`src/rtl/fetch_unit_pkg.sv`:
```
// ------------------------------------------------------------------
// fetch_unit_pkg : shared fetch state encoding and PC step
// rev 1.0
// ------------------------------------------------------------------
`default_nettype none

package fetch_unit_pkg;

  typedef enum logic [2:0] {
    ST_IDLE  = 3'd0,
    ST_FETCH = 3'd1,
    ST_WAIT  = 3'd2,
    ST_DRAIN = 3'd3,
    ST_FAULT = 3'd4
  } state_e;

  localparam int unsigned c_PC_INC = 4;

endpackage

`default_nettype wire

```
`src/rtl/fetch_unit_if.sv`:
```
// ------------------------------------------------------------------
// fetch_unit_if : instruction memory req/ack bus
// rev 1.0
// ------------------------------------------------------------------
`default_nettype none

interface fetch_unit_if #(
  parameter int DATA_WIDTH = 32,
  parameter int ADDR_WIDTH = 32
);

  logic                  req;
  logic [ADDR_WIDTH-1:0] addr;
  logic                  ack;
  logic [DATA_WIDTH-1:0] rdata;

  modport master (
    output req,
    output addr,
    input  ack,
    input  rdata
  );

  modport slave (
    input  req,
    input  addr,
    output ack,
    output rdata
  );

endinterface

`default_nettype wire

```
`src/rtl/fetch_skid.sv`:
```
// ------------------------------------------------------------------
// fetch_skid : one-entry {inst, pc} holding buffer with flush
// rev 1.0
// ------------------------------------------------------------------
`default_nettype none

module fetch_skid #(
  parameter int DATA_WIDTH = 32,
  parameter int ADDR_WIDTH = 32
) (
  input  wire logic                  i_clock,
  input  wire logic                  i_reset,
  input  wire logic                  i_flush,
  input  wire logic                  i_push,
  input  wire logic                  i_pop,
  input  wire logic [DATA_WIDTH-1:0] i_inst,
  input  wire logic [ADDR_WIDTH-1:0] i_pc,
  output logic                       o_full,
  output logic      [DATA_WIDTH-1:0] o_inst,
  output logic      [ADDR_WIDTH-1:0] o_pc
);

  logic                  r_full;
  logic [DATA_WIDTH-1:0] r_inst;
  logic [ADDR_WIDTH-1:0] r_pc;

  always_ff @(posedge i_clock or negedge i_reset) begin
    if (!i_reset) begin
      r_full <= 1'b0;
      r_inst <= '0;
      r_pc   <= '0;
    end else if (i_flush) begin
      r_full <= 1'b0;
    end else if (i_push) begin
      r_full <= 1'b1;
      r_inst <= i_inst;
      r_pc   <= i_pc;
    end else if (i_pop) begin
      r_full <= 1'b0;
    end
  end

  assign o_full = r_full;
  assign o_inst = r_inst;
  assign o_pc   = r_pc;

endmodule

`default_nettype wire

```
`src/rtl/fetch_unit.sv`:
```
// ------------------------------------------------------------------
// fetch_unit : PC, instruction memory requests, skid-buffered output
// rev 1.0
// ------------------------------------------------------------------
`default_nettype none

module fetch_unit
  import fetch_unit_pkg::*;
#(
  parameter int                    DATA_WIDTH   = 32,
  parameter int                    ADDR_WIDTH   = 32,
  parameter logic [ADDR_WIDTH-1:0] RESET_VECTOR = '0
) (
  input  wire logic                  i_clock,
  input  wire logic                  i_reset,
  input  wire logic                  i_redirect,
  input  wire logic [ADDR_WIDTH-1:0] i_target,
  input  wire logic                  i_stall,
  fetch_unit_if.master               mem,
  output logic                       o_valid,
  output logic      [DATA_WIDTH-1:0] o_inst,
  output logic      [ADDR_WIDTH-1:0] o_pc,
  output logic                       o_fault
);

  state_e                r_state;
  state_e                w_state_nxt;
  logic [ADDR_WIDTH-1:0] r_pc;
  logic [ADDR_WIDTH-1:0] w_pc_nxt;
  logic [ADDR_WIDTH-1:0] r_drain_addr;
  logic [ADDR_WIDTH-1:0] w_drain_nxt;
  logic                  r_valid;
  logic [DATA_WIDTH-1:0] r_inst;
  logic [ADDR_WIDTH-1:0] r_opc;

  logic                  w_consume;
  logic                  w_clr_valid;
  logic                  w_load_mem;
  logic                  w_load_skid;
  logic                  w_skid_push;
  logic                  w_skid_pop;
  logic                  w_skid_flush;
  logic                  w_skid_full;
  logic [DATA_WIDTH-1:0] w_skid_inst;
  logic [ADDR_WIDTH-1:0] w_skid_pc;

  assign w_consume = r_valid & ~i_stall;

  always_ff @(posedge i_clock or negedge i_reset) begin
    if (!i_reset) begin
      r_state <= ST_IDLE;
    end else begin
      r_state <= w_state_nxt;
    end
  end

  always_comb begin
    w_state_nxt  = r_state;
    w_pc_nxt     = r_pc;
    w_drain_nxt  = r_drain_addr;
    w_clr_valid  = 1'b0;
    w_load_mem   = 1'b0;
    w_load_skid  = 1'b0;
    w_skid_push  = 1'b0;
    w_skid_pop   = 1'b0;
    w_skid_flush = 1'b0;

    if (i_redirect) begin
      w_skid_flush = 1'b1;
      w_clr_valid  = 1'b1;
      w_pc_nxt     = i_target;
      if (i_target[1:0] != 2'b00) begin
        w_state_nxt = ST_FAULT;
      end else if (r_state == ST_FETCH && !mem.ack) begin
        // The in-flight request cannot be withdrawn; remember its address.
        w_state_nxt = ST_DRAIN;
        w_drain_nxt = r_pc;
      end else if (r_state == ST_DRAIN && !mem.ack) begin
        w_state_nxt = ST_DRAIN;
      end else begin
        w_state_nxt = ST_FETCH;
      end
    end else begin
      unique case (r_state)
        ST_IDLE: begin
          w_state_nxt = ST_FETCH;
        end
        ST_FETCH: begin
          if (mem.ack) begin
            w_pc_nxt = r_pc + ADDR_WIDTH'(c_PC_INC);
            if (!r_valid || w_consume) begin
              w_load_mem = 1'b1;
            end else begin
              w_skid_push = 1'b1;
              w_state_nxt = ST_WAIT;
            end
          end else if (w_consume) begin
            w_clr_valid = 1'b1;
          end
        end
        ST_WAIT: begin
          if (w_consume && w_skid_full) begin
            w_skid_pop  = 1'b1;
            w_load_skid = 1'b1;
            w_state_nxt = ST_FETCH;
          end
        end
        ST_DRAIN: begin
          if (mem.ack) begin
            w_state_nxt = ST_FETCH;
          end
        end
        ST_FAULT: begin
          w_state_nxt = ST_FAULT;
        end
        default: begin
          w_state_nxt = ST_IDLE;
        end
      endcase
    end
  end

  always_ff @(posedge i_clock or negedge i_reset) begin
    if (!i_reset) begin
      r_pc         <= RESET_VECTOR;
      r_drain_addr <= '0;
      r_valid      <= 1'b0;
      r_inst       <= '0;
      r_opc        <= '0;
    end else begin
      r_pc         <= w_pc_nxt;
      r_drain_addr <= w_drain_nxt;
      if (w_clr_valid) begin
        r_valid <= 1'b0;
      end else if (w_load_mem) begin
        r_valid <= 1'b1;
        r_inst  <= mem.rdata;
        r_opc   <= r_pc;
      end else if (w_load_skid) begin
        r_valid <= 1'b1;
        r_inst  <= w_skid_inst;
        r_opc   <= w_skid_pc;
      end
    end
  end

  fetch_skid #(
    .DATA_WIDTH (DATA_WIDTH),
    .ADDR_WIDTH (ADDR_WIDTH)
  ) u_skid (
    .i_clock (i_clock),
    .i_reset (i_reset),
    .i_flush (w_skid_flush),
    .i_push  (w_skid_push),
    .i_pop   (w_skid_pop),
    .i_inst  (mem.rdata),
    .i_pc    (r_pc),
    .o_full  (w_skid_full),
    .o_inst  (w_skid_inst),
    .o_pc    (w_skid_pc)
  );

  assign mem.req  = (r_state == ST_FETCH) || (r_state == ST_DRAIN);
  assign mem.addr = (r_state == ST_DRAIN) ? r_drain_addr : r_pc;
  assign o_valid  = r_valid;
  assign o_inst   = r_inst;
  assign o_pc     = r_opc;
  assign o_fault  = (r_state == ST_FAULT);

endmodule

`default_nettype wire

```
`src/flat_wrapper.sv`:
```
// flat-port wrapper written by rule: the top's interface ports become plain ports
module fetch_unit_flat import fetch_unit_pkg::*;
#(
  parameter int                    DATA_WIDTH   = 32,
  parameter int                    ADDR_WIDTH   = 32,
  parameter logic [ADDR_WIDTH-1:0] RESET_VECTOR = '0
)
  (i_clock, i_reset, i_redirect, i_target, i_stall, o_valid, o_inst, o_pc, o_fault, mem_req, mem_addr, mem_ack, mem_rdata);
  fetch_unit_if #(.DATA_WIDTH(DATA_WIDTH), .ADDR_WIDTH(ADDR_WIDTH)) mem_i ();
  input  wire logic i_clock;
  input  wire logic i_reset;
  input  wire logic i_redirect;
  input  wire logic [ADDR_WIDTH-1:0] i_target;
  input  wire logic i_stall;
  output logic o_valid;
  output logic      [DATA_WIDTH-1:0] o_inst;
  output logic      [ADDR_WIDTH-1:0] o_pc;
  output logic o_fault;
  output wire logic [$bits(mem_i.req)-1:0] mem_req;
  output wire logic [$bits(mem_i.addr)-1:0] mem_addr;
  input wire logic [$bits(mem_i.ack)-1:0] mem_ack;
  input wire logic [$bits(mem_i.rdata)-1:0] mem_rdata;
  assign mem_req = mem_i.req;
  assign mem_addr = mem_i.addr;
  assign mem_i.ack = mem_ack;
  assign mem_i.rdata = mem_rdata;
  fetch_unit #(.DATA_WIDTH(DATA_WIDTH), .ADDR_WIDTH(ADDR_WIDTH), .RESET_VECTOR(RESET_VECTOR)) u_core (.i_clock(i_clock), .i_reset(i_reset), .i_redirect(i_redirect), .i_target(i_target), .i_stall(i_stall), .mem(mem_i), .o_valid(o_valid), .o_inst(o_inst), .o_pc(o_pc), .o_fault(o_fault));
endmodule
```
`config.mk`:
```
export PLATFORM = sky130hd
export DESIGN_NAME = fetch_unit_flat
export DESIGN_NICKNAME = d
export VERILOG_FILES = /design/src/rtl/fetch_unit_pkg.sv /design/src/rtl/fetch_unit_if.sv /design/src/rtl/fetch_skid.sv /design/src/rtl/fetch_unit.sv /design/src/flat_wrapper.sv
export SDC_FILE = /design/constraint.sdc
export NUM_CORES = 1
export LEC_CHECK = 0
export ABC_AREA = 1
export BUFFER_PORTS_ARGS = -buffer_cell sky130_fd_sc_hd__buf_2
export CORE_MARGIN = 5
export CORE_UTILIZATION = 52
export DETAILED_ROUTE_END_ITERATION = 8
export PLACE_DENSITY = 0.75
export SETUP_SLACK_MARGIN = 0.1
export SYNTH_ARGS = -nofsm -noshare
export SYNTH_HDL_FRONTEND = slang
export SYNTH_SLANG_ARGS = --single-unit
```
`constraint.sdc`:
```
create_clock -name i_clock -period 3.25 [get_ports i_clock]
set_input_delay 0.1625 -clock i_clock [delete_from_list [all_inputs] [get_ports i_clock]]
set_output_delay 0.1625 -clock i_clock [all_outputs]
set_load 0.02 [all_outputs]
```
==> results of run 1 <==
==> report_power, final <==
group / switching [mW] / internal (mW) / total, mW
clock network: 0.992 / 1.09 / 2.09
registers: 0.157 / 2.70 / 2.85
logic: 0.679 / 0.338 / 1.02
==> area by class of cell <==
class	instances	area (sq um)
clock buffers	17	425
clock inverters	15	166
fillers	1543	6270
inverters	87	330
multi-input cells	810	3620
flip-flops and latches	197	4930
well taps	225	282
repair buffers	208	1270
==> sequential cells by signal, indices dropped and copies added, names as in the netlist <==
signal                count
u_core.o_pc              32
u_core.u_skid.o_inst     32
u_core.r_pc              32
u_core.u_skid.o_pc       32
u_core.r_drain_addr      32
u_core.o_inst            32
u_core.o_valid            1
u_core.u_skid.o_full      1
u_core.r_state            3
==> critical path, cell delays in order, from the launching register on <==
cell and delay (ns):
dfrtp_1 0.43, inv_1 0.12, nand3_2 0.51, buf_12 0.40, o21ai_0 0.16, buf_2 0.25
==> stage by stage <==
stage	area, sq um	instances	power [mW]	worst slack, ns
global placement	10200	1499	3.86	1.01
floorplan	9170	1157	3.48	1.59
CTS	11000	1557	6.00	0.763
finish	11000	1559	5.96	0.764
global route	11000	1559	6.28	0.602
detailed placement	10200	1499	3.89	0.924
==> per-layer routing <==
metal / routed length [um] / vias to the layer above / global-route usage [%]
met5: 0 / - / 0
met4: 353 / 0 / 5.85
met3: 1910 / 36 / 5.09
met2: 10700 / 306 / 36.3
met1: 10600 / 3739 / 34.7
li1: - / 4073 / -
==> cell usage after synthesis, types with 2 or more instances <==
| library cell | count | area [sq um] |
|---|---|---|
| clkbuf_2 | 2 | 10.0 |
| buf_6 | 3 | 33.8 |
| o211ai_1 | 7 | 52.6 |
| buf_1 | 4 | 15.0 |
| buf_4 | 2 | 15.0 |
| clkbuf_1 | 26 | 97.6 |
| nand3_1 | 43 | 215 |
| o221ai_1 | 3 | 26.3 |
| dfrtp_1 | 197 | 4930 |
| inv_2 | 4 | 15.0 |
| a21oi_1 | 33 | 165 |
| o21ai_1 | 59 | 295 |
| nor3_1 | 4 | 20.0 |
| o21bai_1 | 5 | 37.5 |
| nor2_1 | 88 | 330 |
| nand4_1 | 5 | 31.3 |
| inv_1 | 83 | 312 |
| xor2_1 | 7 | 61.3 |
| a31oi_1 | 2 | 12.5 |
| buf_2 | 26 | 130 |
| nand2_1 | 360 | 1350 |
| o21ai_0 | 185 | 926 |
==> final timing paths <==
path,cells after the start,start,endpoint,slack [ns]
worst max-delay path,5,u_core.r_state[2]$_DFFE_PN0P_,mem_req,0.76
worst min-delay path,3,mem_rdata[4],u_core.u_skid.o_inst[4]$_DFFE_PN0P_,0.002
worst max register to register,10,u_core.r_state[0]$_DFFE_PN0P_,u_core.o_pc[22]$_DFFE_PN0P_,0.91
worst min register to register,2,u_core.u_skid.o_pc[8]$_DFFE_PN0P_,u_core.u_skid.o_pc[8]$_DFFE_PN0P_,0.48
max in group asynchronous,3,i_reset,u_core.u_skid.o_inst[30]$_DFFE_PN0P_,1.88
min in group asynchronous,2,i_reset,u_core.r_pc[1]$_DFFE_PN0P_,0.38
==> repair_timing <==
item | in CTS | in global routing
endpoints found under the hold margin | 127 | 2
buffers inserted | 0 | 0
hold buffers | 26 | 2
==> cell families (layout without fill, tap and decap cells) <==
kind of cell,Yosys count,count (layout),share of synthesized area [%]
simple gates,507,507,22.0
compound gates,294,294,16.5
flops,197,197,53.8
buf+inv,150,327,6.85
xor+xnor,8,8,0.764
fa+ha+maj,1,1,0.136
==> results_dict.tcl, run 1 <==
set metrics [dict create \
    syn_avg_cell_area_sq_um 7.93 \
    crit_path_max_fanout 33 \
    cp.arrival_ns 2.32 \
    avgViaCountPerCell 5.23 \
    p_leak_nw 5.49 \
    rsz0062_at_grt "no" \
    fin_nets 1391 \
    drc 0 \
    synth_ff_type "dfrtp_1" \
    period_share_pct 76.5 \
    crit_path_end_kind "output pin" \
    fp.dieH_um 143 \
    cp-start-kind "flop" \
    cts-root-buf "clkbuf_16" \
    die_area_sq_mm 0.0204 \
    postRouteAntennaNets 0 \
    first_iter_violations 620 \
    vias 8154 \
    utilization_pct 63.8 \
    worstMarginPinSlew_ns 0.958 \
    setup.worst_path.class "reg -> out" \
    p_per_area_mw_per_mm2 540 \
    pin_count 168 \
    timing.final.setup_violations 0 \
    yosysSeqAreaShare_pct 53.8 \
    grt_max_degree 107 \
    cts_inserted_buffers 17 \
    yosysUniqueCellTypes 31 \
    grt_pass1_wl_um 38900 \
    coreArea_sq_mm 0.0173 \
    gp_congestion 0.934 \
    cts_buffer_depth 2 \
    slew-limit-headroom_pct 36.0 \
    async_reset_ff_share_pct 100 \
    synth_edf_count 0 \
    ir_drop_mv 0.317 \
    required_ns 3.09 \
    final_cell_mix "nand2_1 (359), dfrtp_1 (197), o21ai_0 (185)" \
    finalMaxSlewViolations 0 \
    whs_ns 0.00235 \
    grt.total_usage_pct 23.7 \
    cts.sinks 197 \
    tns_ns 0 \
    hold_path_class "in -> reg" \
    drive_gt1_share_pct 16.7 \
    placementRows 48 \
    hold_violations 0 \
    antenna_cells 0 \
    synth_area_sq_mm 0.00917 \
    syn_to_final_growth_pct 20.3 \
    yosysWarnings 0 \
    clk_pin_slew_worst_paths_ns 0.08 \
    antenna_found_initial 0 \
    outcome "finished clean" \
    synth_nets 1227 \
    numPortBuffers 167 \
    synthCells 1157 \
    grt_pass1_vias 7619 \
    cts_max_level 4 \
    start_util_pct 53.0 \
    globalRouteOverflowTotal 0 \
    die_w_um 143 \
    period_needed_ns 2.49 \
    cts_resized 0 \
    clock_latency_ns 0.44 \
    layout_commonest_cell "nand2_1" \
    cap_violations 0 \
    wl_per_cell_um 15.1 \
    fmax_mhz 402 \
    drt_wl_total_um 23600 \
    cts_tree "built" \
    dp_hpwl_um 16700 \
    synth_seq_cells 197 \
    finalClockSkew_ns 0.0110 \
    drt_pass1_iterations 6 \
]
(Power assumes the default switching activity.)
==> run 2, diff against run 1 <==
Clock period 3.25 ns to 2.6 ns, I/O delays scaled along.
==> run 2 against run 1 <==
Effect of this change:
- register-to-register slack got worse by 0.46 ns
- sequential share of layout area down 1.0 points
- cell area grew 2.3%
- critical path type unchanged
- largest cell class unchanged
==> results_dict.tcl, run 2 (synthesis results as in run 1) <==
set metrics [dict create \
    cts_max_level 4 \
    slew-limit-headroom_pct 57.6 \
    post_cts_buffers 0 \
    outcome "finished clean" \
    finalClockSkew_ns 0.00756 \
    drt_pass1_iterations 5 \
    cts_tree "built" \
    die_w_um 143 \
    crit_path_max_fanout 24 \
    vias 8177 \
    r2r_cells 10 \
    drt_wl_total_um 23700 \
    coreArea_sq_mm 0.0173 \
    cp-start-kind "flop" \
    die_area_sq_mm 0.0204 \
    grt_max_degree 129 \
    cts_inserted_buffers 17 \
    combPwrFrac_pct 17.4 \
    period_share_pct 89.8 \
    grt.total_usage_pct 23.8 \
    drive_gt1_share_pct 16.3 \
    setup.worst_path.class "reg -> out" \
    fin_ws_ns 0.266 \
    final_cell_mix "nand2_1 (359), dfrtp_1 (197), o21ai_0 (185)" \
    syn_to_final_growth_pct 23.0 \
    grt_pass1_vias 7679 \
    multiInputGateArea_sq_mm 0.00362 \
    clockPowerShare_pct 34.8 \
    grt_pass1_wl_um 38900 \
    hp-start "i_target[25]" \
    worstMarginPinSlew_ns 0.633 \
    placementRows 48 \
    final_area_sq_mm 0.0113 \
    cts-root-buf "clkbuf_16" \
    p_leak_nw 5.60 \
    pre_cts_ws_ns 0.529 \
    reg2reg_from "u_core.r_state[0]$_DFFE_PN0P_" \
    avgViaCountPerCell 5.16 \
    power.internal_mw 5.20 \
    p_switching_mw 2.27 \
    first_iter_violations 623 \
    clock_latency_ns 0.43 \
    antenna_found_initial 0 \
    hold_violations 0 \
    numPortBuffers 167 \
    crit_path_end_kind "output pin" \
    fin_nets 1417 \
    dp_hpwl_um 15900 \
    r2r_end "u_core.o_inst[16]$_DFFE_PN0P_" \
    cap_violations 0 \
    wl_per_cell_um 14.9 \
    hold_path_class "in -> reg" \
    finalMaxSlewViolations 0 \
    rsz0062_at_grt "no" \
    gp_congestion 0.911 \
    tns_ns 0 \
    cp.arrival_ns 2.20 \
    regToRegSetupSlack_ns 0.45 \
    seq_power_share_pct 47.8 \
    ir_drop_mv 0.437 \
    utilization_pct 65.2 \
    drc 0 \
    required_ns 2.47 \
    fp.dieH_um 143 \
    fill_cells 1525 \
    p_per_area_mw_per_mm2 661 \
    postRouteAntennaNets 0 \
    period_needed_ns 2.33 \
    clk_pin_slew_worst_paths_ns 0.07 \
    min_to "u_core.r_pc[25]$_DFFE_PN0P_" \
    pin_count 168 \
    start_util_pct 53.0 \
    antenna_cells 0 \
    power.total_mw 7.46 \
    fmax_mhz 429 \
    cts.sinks 197 \
    place_area_sq_mm 0.0102 \
    globalRouteOverflowTotal 0 \
    regArea_sq_mm 0.00493 \
    hold_depth 5 \
    switching_share_pct 30.4 \
    cts_buffer_depth 2 \
    timing.final.setup_violations 0 \
    layout_commonest_cell "nand2_1" \
]
-- run 2: changes by cell type in the layout (fill, tap and decap cells not counted), sizes merged --
cell / delta
dlygate4sd3: +27
buf: -1
clkbuf: +1
clkinv: +1
clkinvlp: -1
inv: -1
-- run 2: layout make-up --
class,instances,area share [%]
multi-input combinational,810,32.1
clock inverter,14,1.26
sequential,197,43.7
tap,225,2.50
clock buffer,18,3.89
inverter,87,2.93
timing repair buffer,234,13.6
-- run 2: worst max path at each step --
| stage | end | startpoint |
|---|---|---|
| global route | mem_addr[16] | u_core.r_state[2]$_DFFE_PN0P_ |
| floorplan | mem_addr[11] | u_core.r_state[2]$_DFFE_PN0P_ |
| detailed placement | u_core.o_inst[7]$_DFFE_PN0P_ | u_core.r_state[0]$_DFFE_PN0P_ |
| finish | mem_addr[16] | u_core.r_state[2]$_DFFE_PN0P_ |
| global placement | u_core.o_inst[8]$_DFFE_PN0P_ | u_core.r_state[0]$_DFFE_PN0P_ |
| CTS | mem_addr[16] | u_core.r_state[2]$_DFFE_PN0P_ |
-- run 2: repair_timing --
action	CTS	global route
resized for setup	0	0
endpoints found under the hold margin	112	0
hold buffers	55	0
-- run 2: power by group through the flow --
| stage | logic, mW | registers [mW] | clock network [mW] |
|---|---|---|---|
| floorplan | 0.655 | 3.70 | 0 |
| global placement | 1.21 | 3.61 | 0 |
| detailed placement | 1.24 | 3.62 | 0 |
| CTS | 1.30 | 3.56 | 2.64 |
| global route | 1.46 | 3.61 | 2.77 |
| finish | 1.30 | 3.57 | 2.60 |
-- run 2: layer usage --
metal / routed length, um / vias up / track usage [%] / part of all wire, %
met5: 0 / - / 0 / 0
met4: 445 / 0 / 6.55 / 1.9
met3: 1590 / 32 / 4.62 / 6.7
met2: 10800 / 257 / 37.3 / 46
met1: 10800 / 3774 / 34.2 / 46
li1: - / 4114 / - / -
-- run 2: through the flow --
step	std cells	hold slack, ns
after floorplan	1157	-0.166
after global placement	1498	0.146
after global routing	1585	0.0314
after CTS	1585	0.000183
final	1585	0.00452
after detailed placement	1498	0.144
-- run 2: critical path: stages, from the launching register on --
cell,delay [ns]
dfrtp_1,0.42
inv_1,0.10
nand3_2,0.36
buf_4,0.35
nor2_1,0.07
a21oi_1,0.24
buf_2,0.23
==> run 3, diff against run 2 <==
Settings changed: ABC_AREA 1 to 0.
==> run 3 against run 2 <==
Effect of this change:
- combinational power is 29% lower
- first-iteration DRC count is 48% lower
- clock-buffer cell count is 2 higher
- highest routed layer unchanged
==> results_dict.tcl, run 3 <==
set metrics [dict create \
    cp.arrival_ns 2.17 \
    finalMaxSlewViolations 0 \
    layout_commonest_cell "mux2_2" \
    drt_wl_total_um 21700 \
    rsz0062_at_grt "no" \
    cts.sinks 197 \
    tns_ns 0 \
    cap_violations 0 \
    syn_avg_cell_area_sq_um 13.2 \
    cts_buffer_depth 2 \
    final_cell_mix "mux2_2 (245), dfrtp_1 (197), buf_2 (166)" \
    fp.dieH_um 144 \
    die_w_um 144 \
    wl_per_cell_um 18.6 \
    yosysUniqueCellTypes 47 \
    setup.worst_path.class "reg -> out" \
    cts-root-buf "clkbuf_16" \
    synth_ff_type "dfrtp_1" \
    p_per_area_mw_per_mm2 600 \
    cts_tree "built" \
    coreArea_sq_mm 0.0174 \
    timing.final.setup_violations 0 \
    drive_gt1_share_pct 50.1 \
    globalRouteOverflowTotal 0 \
    grt_max_degree 83 \
    cts_max_level 4 \
    yosysMostFrequentCell "mux2_2" \
    wl_met3_um 1110 \
    synth_nets 772 \
    drt_pass1_iterations 4 \
    synth_seq_cells 197 \
    fmax_mhz 435 \
    required_ns 2.47 \
    grt_pass1_wl_um 35100 \
    first_iter_violations 326 \
    synthTopCellsByArea "dfrtp_1 (53%), mux2_2 (30%), mux2_1 (1.8%)" \
    antenna_cells 0 \
    fin_nets 998 \
    outcome "finished clean" \
    vias 6421 \
    routed-wl-met2_um 10600 \
    place_area_sq_mm 0.0104 \
    drc 0 \
    avgViaCountPerCell 5.51 \
    postRouteAntennaNets 0 \
    synthCells 702 \
    finalClockSkew_ns 0.00978 \
    synth_top_area_share_pct 53.2 \
    clock_latency_ns 0.43 \
    yosys-top-cells-count "mux2_2 (245), dfrtp_1 (197), nand2_1 (45)" \
    die_area_sq_mm 0.0206 \
    wl_met1_um 9500 \
    antenna_found_initial 0 \
    yosysWarnings 0 \
    hold_violations 0 \
    grt.total_usage_pct 21.8 \
    crit_path_max_fanout 23 \
    gp_congestion 0.816 \
    worstMarginPinSlew_ns 0.693 \
    final_area_sq_mm 0.0116 \
    period_share_pct 88.4 \
    pin_count 168 \
    p_leak_nw 5.91 \
    placementRows 48 \
    start_util_pct 53.2 \
    period_needed_ns 2.30 \
    hold_path_class "in -> reg" \
    clk_pin_slew_worst_paths_ns 0.07 \
    synth_area_sq_mm 0.00927 \
    fill_cells 1301 \
    yosysSeqAreaShare_pct 53.2 \
    synth_edf_count 0 \
    async_reset_ff_share_pct 100 \
    syn_to_final_growth_pct 25.4 \
    grt_pass1_vias 6690 \
    slew-limit-headroom_pct 53.8 \
    crit_path_end_kind "output pin" \
    dp_hpwl_um 13900 \
    synth_area_leader_cell "dfrtp_1" \
    top_layer_used "met4" \
    cts_inserted_buffers 17 \
    cp-start-kind "flop" \
    ir_drop_mv 0.524 \
    numPortBuffers 167 \
]
==> run 3: cell types whose count changed after synthesis, sizes merged, moves of 9 or more <==
cell | before | now
o21ai | 244 | 27
nor2 | 91 | 20
nand3 | 43 | 21
inv | 87 | 4
mux2 | 0 | 260
xor2 | 7 | 17
nand2 | 361 | 46
clkbuf | 28 | 13
a21oi | 33 | 4
nand4 | 5 | 14
==> run 3: worst max-delay path: stages, from the launching register on <==
cell and delay [ns]:
dfrtp_1 0.45, nand2b_1 0.17, inv_1 0.08, nand2_1 0.10, buf_4 0.35, mux2_2 0.42, buf_2 0.17
==> run 3: final timing paths <==
kind,end,cells after the start,slack [ns],from
worst min-delay path,u_core.u_skid.o_full$_DFFE_PN0P_,3,0.04,i_stall
worst min register to register,u_core.r_drain_addr[30]$_DFFE_PN0P_,1,0.49,u_core.r_drain_addr[30]$_DFFE_PN0P_
worst max-delay path,mem_addr[31],6,0.30,u_core.r_state[2]$_DFFE_PN0P_
worst max register to register,u_core.o_pc[25]$_DFFE_PN0P_,6,0.42,u_core.r_state[1]$_DFFE_PN0P_
max in group asynchronous,u_core.u_skid.o_inst[7]$_DFFE_PN0P_,3,1.51,i_reset
min in group asynchronous,u_core.o_pc[26]$_DFFE_PN0P_,2,0.32,i_reset
==> run 3: report_power, final <==
part | switching, mW | total (mW) | internal, mW | leakage (nW)
registers | 0.198 | 3.49 | 3.29 | 2.66
clock network | 1.14 | 2.56 | 1.42 | 0.259
logic | 0.467 | 0.928 | 0.460 | 2.99
==> run 3: repair_timing <==
item	CTS	global route
endpoints found under the setup margin	0	0
gates resized for setup	0	0
buffers inserted	0	0
hold endpoints to repair	143	0
hold buffers	65	0
==> run 3: kinds of logic after synthesis <==
| group | synth area share (%) |
|---|---|
| buffers and inverters | 2.86 |
| xor gates and xnor gates | 2.17 |
| adders and majority gates | 0.135 |
| AOI/OAI and AO/OA | 2.30 |
| and+or+nand+nor | 7.64 |
| DFF | 53.2 |
| muxes | 31.7 |
==> run 3: layout make-up <==
cell class                      instances  area, sq um  share of cell area (%)
Tap cell                              225          282                    2.42
Timing Repair Buffer                  252         1720                    14.8
Clock inverter                         11          129                    1.11
Multi-Input combinational cell        456         4110                    35.4
Sequential cell                       197         4930                    42.4
Clock buffer                           20          437                    3.76
Inverter                                4         15.0                   0.129
==> run 3: per-layer routing <==
| metal | GRT usage (%) | vias to the layer above |
|---|---|---|
| met5 | 0 | - |
| met4 | 6.84 | 0 |
| met3 | 4.09 | 32 |
| met2 | 36.1 | 186 |
| met1 | 29.3 | 3242 |
| li1 | - | 2961 |
==> run 3: stage by stage <==
stage | setup slack [ns] | hold WS, ns | power (mW) | cells | utilization, %
after floorplan | 0.689 | -0.166 | 4.02 | 702 | -
after global routing | 0.192 | 0.0296 | 7.27 | 1165 | 66.7
after global placement | 0.446 | 0.234 | 4.37 | 1069 | 59.7
final | 0.302 | 0.0385 | 6.97 | 1165 | 66.7
after detailed placement | 0.413 | 0.238 | 4.39 | 1069 | 59.7
after CTS | 0.284 | 0.0137 | 7.03 | 1165 | 66.7
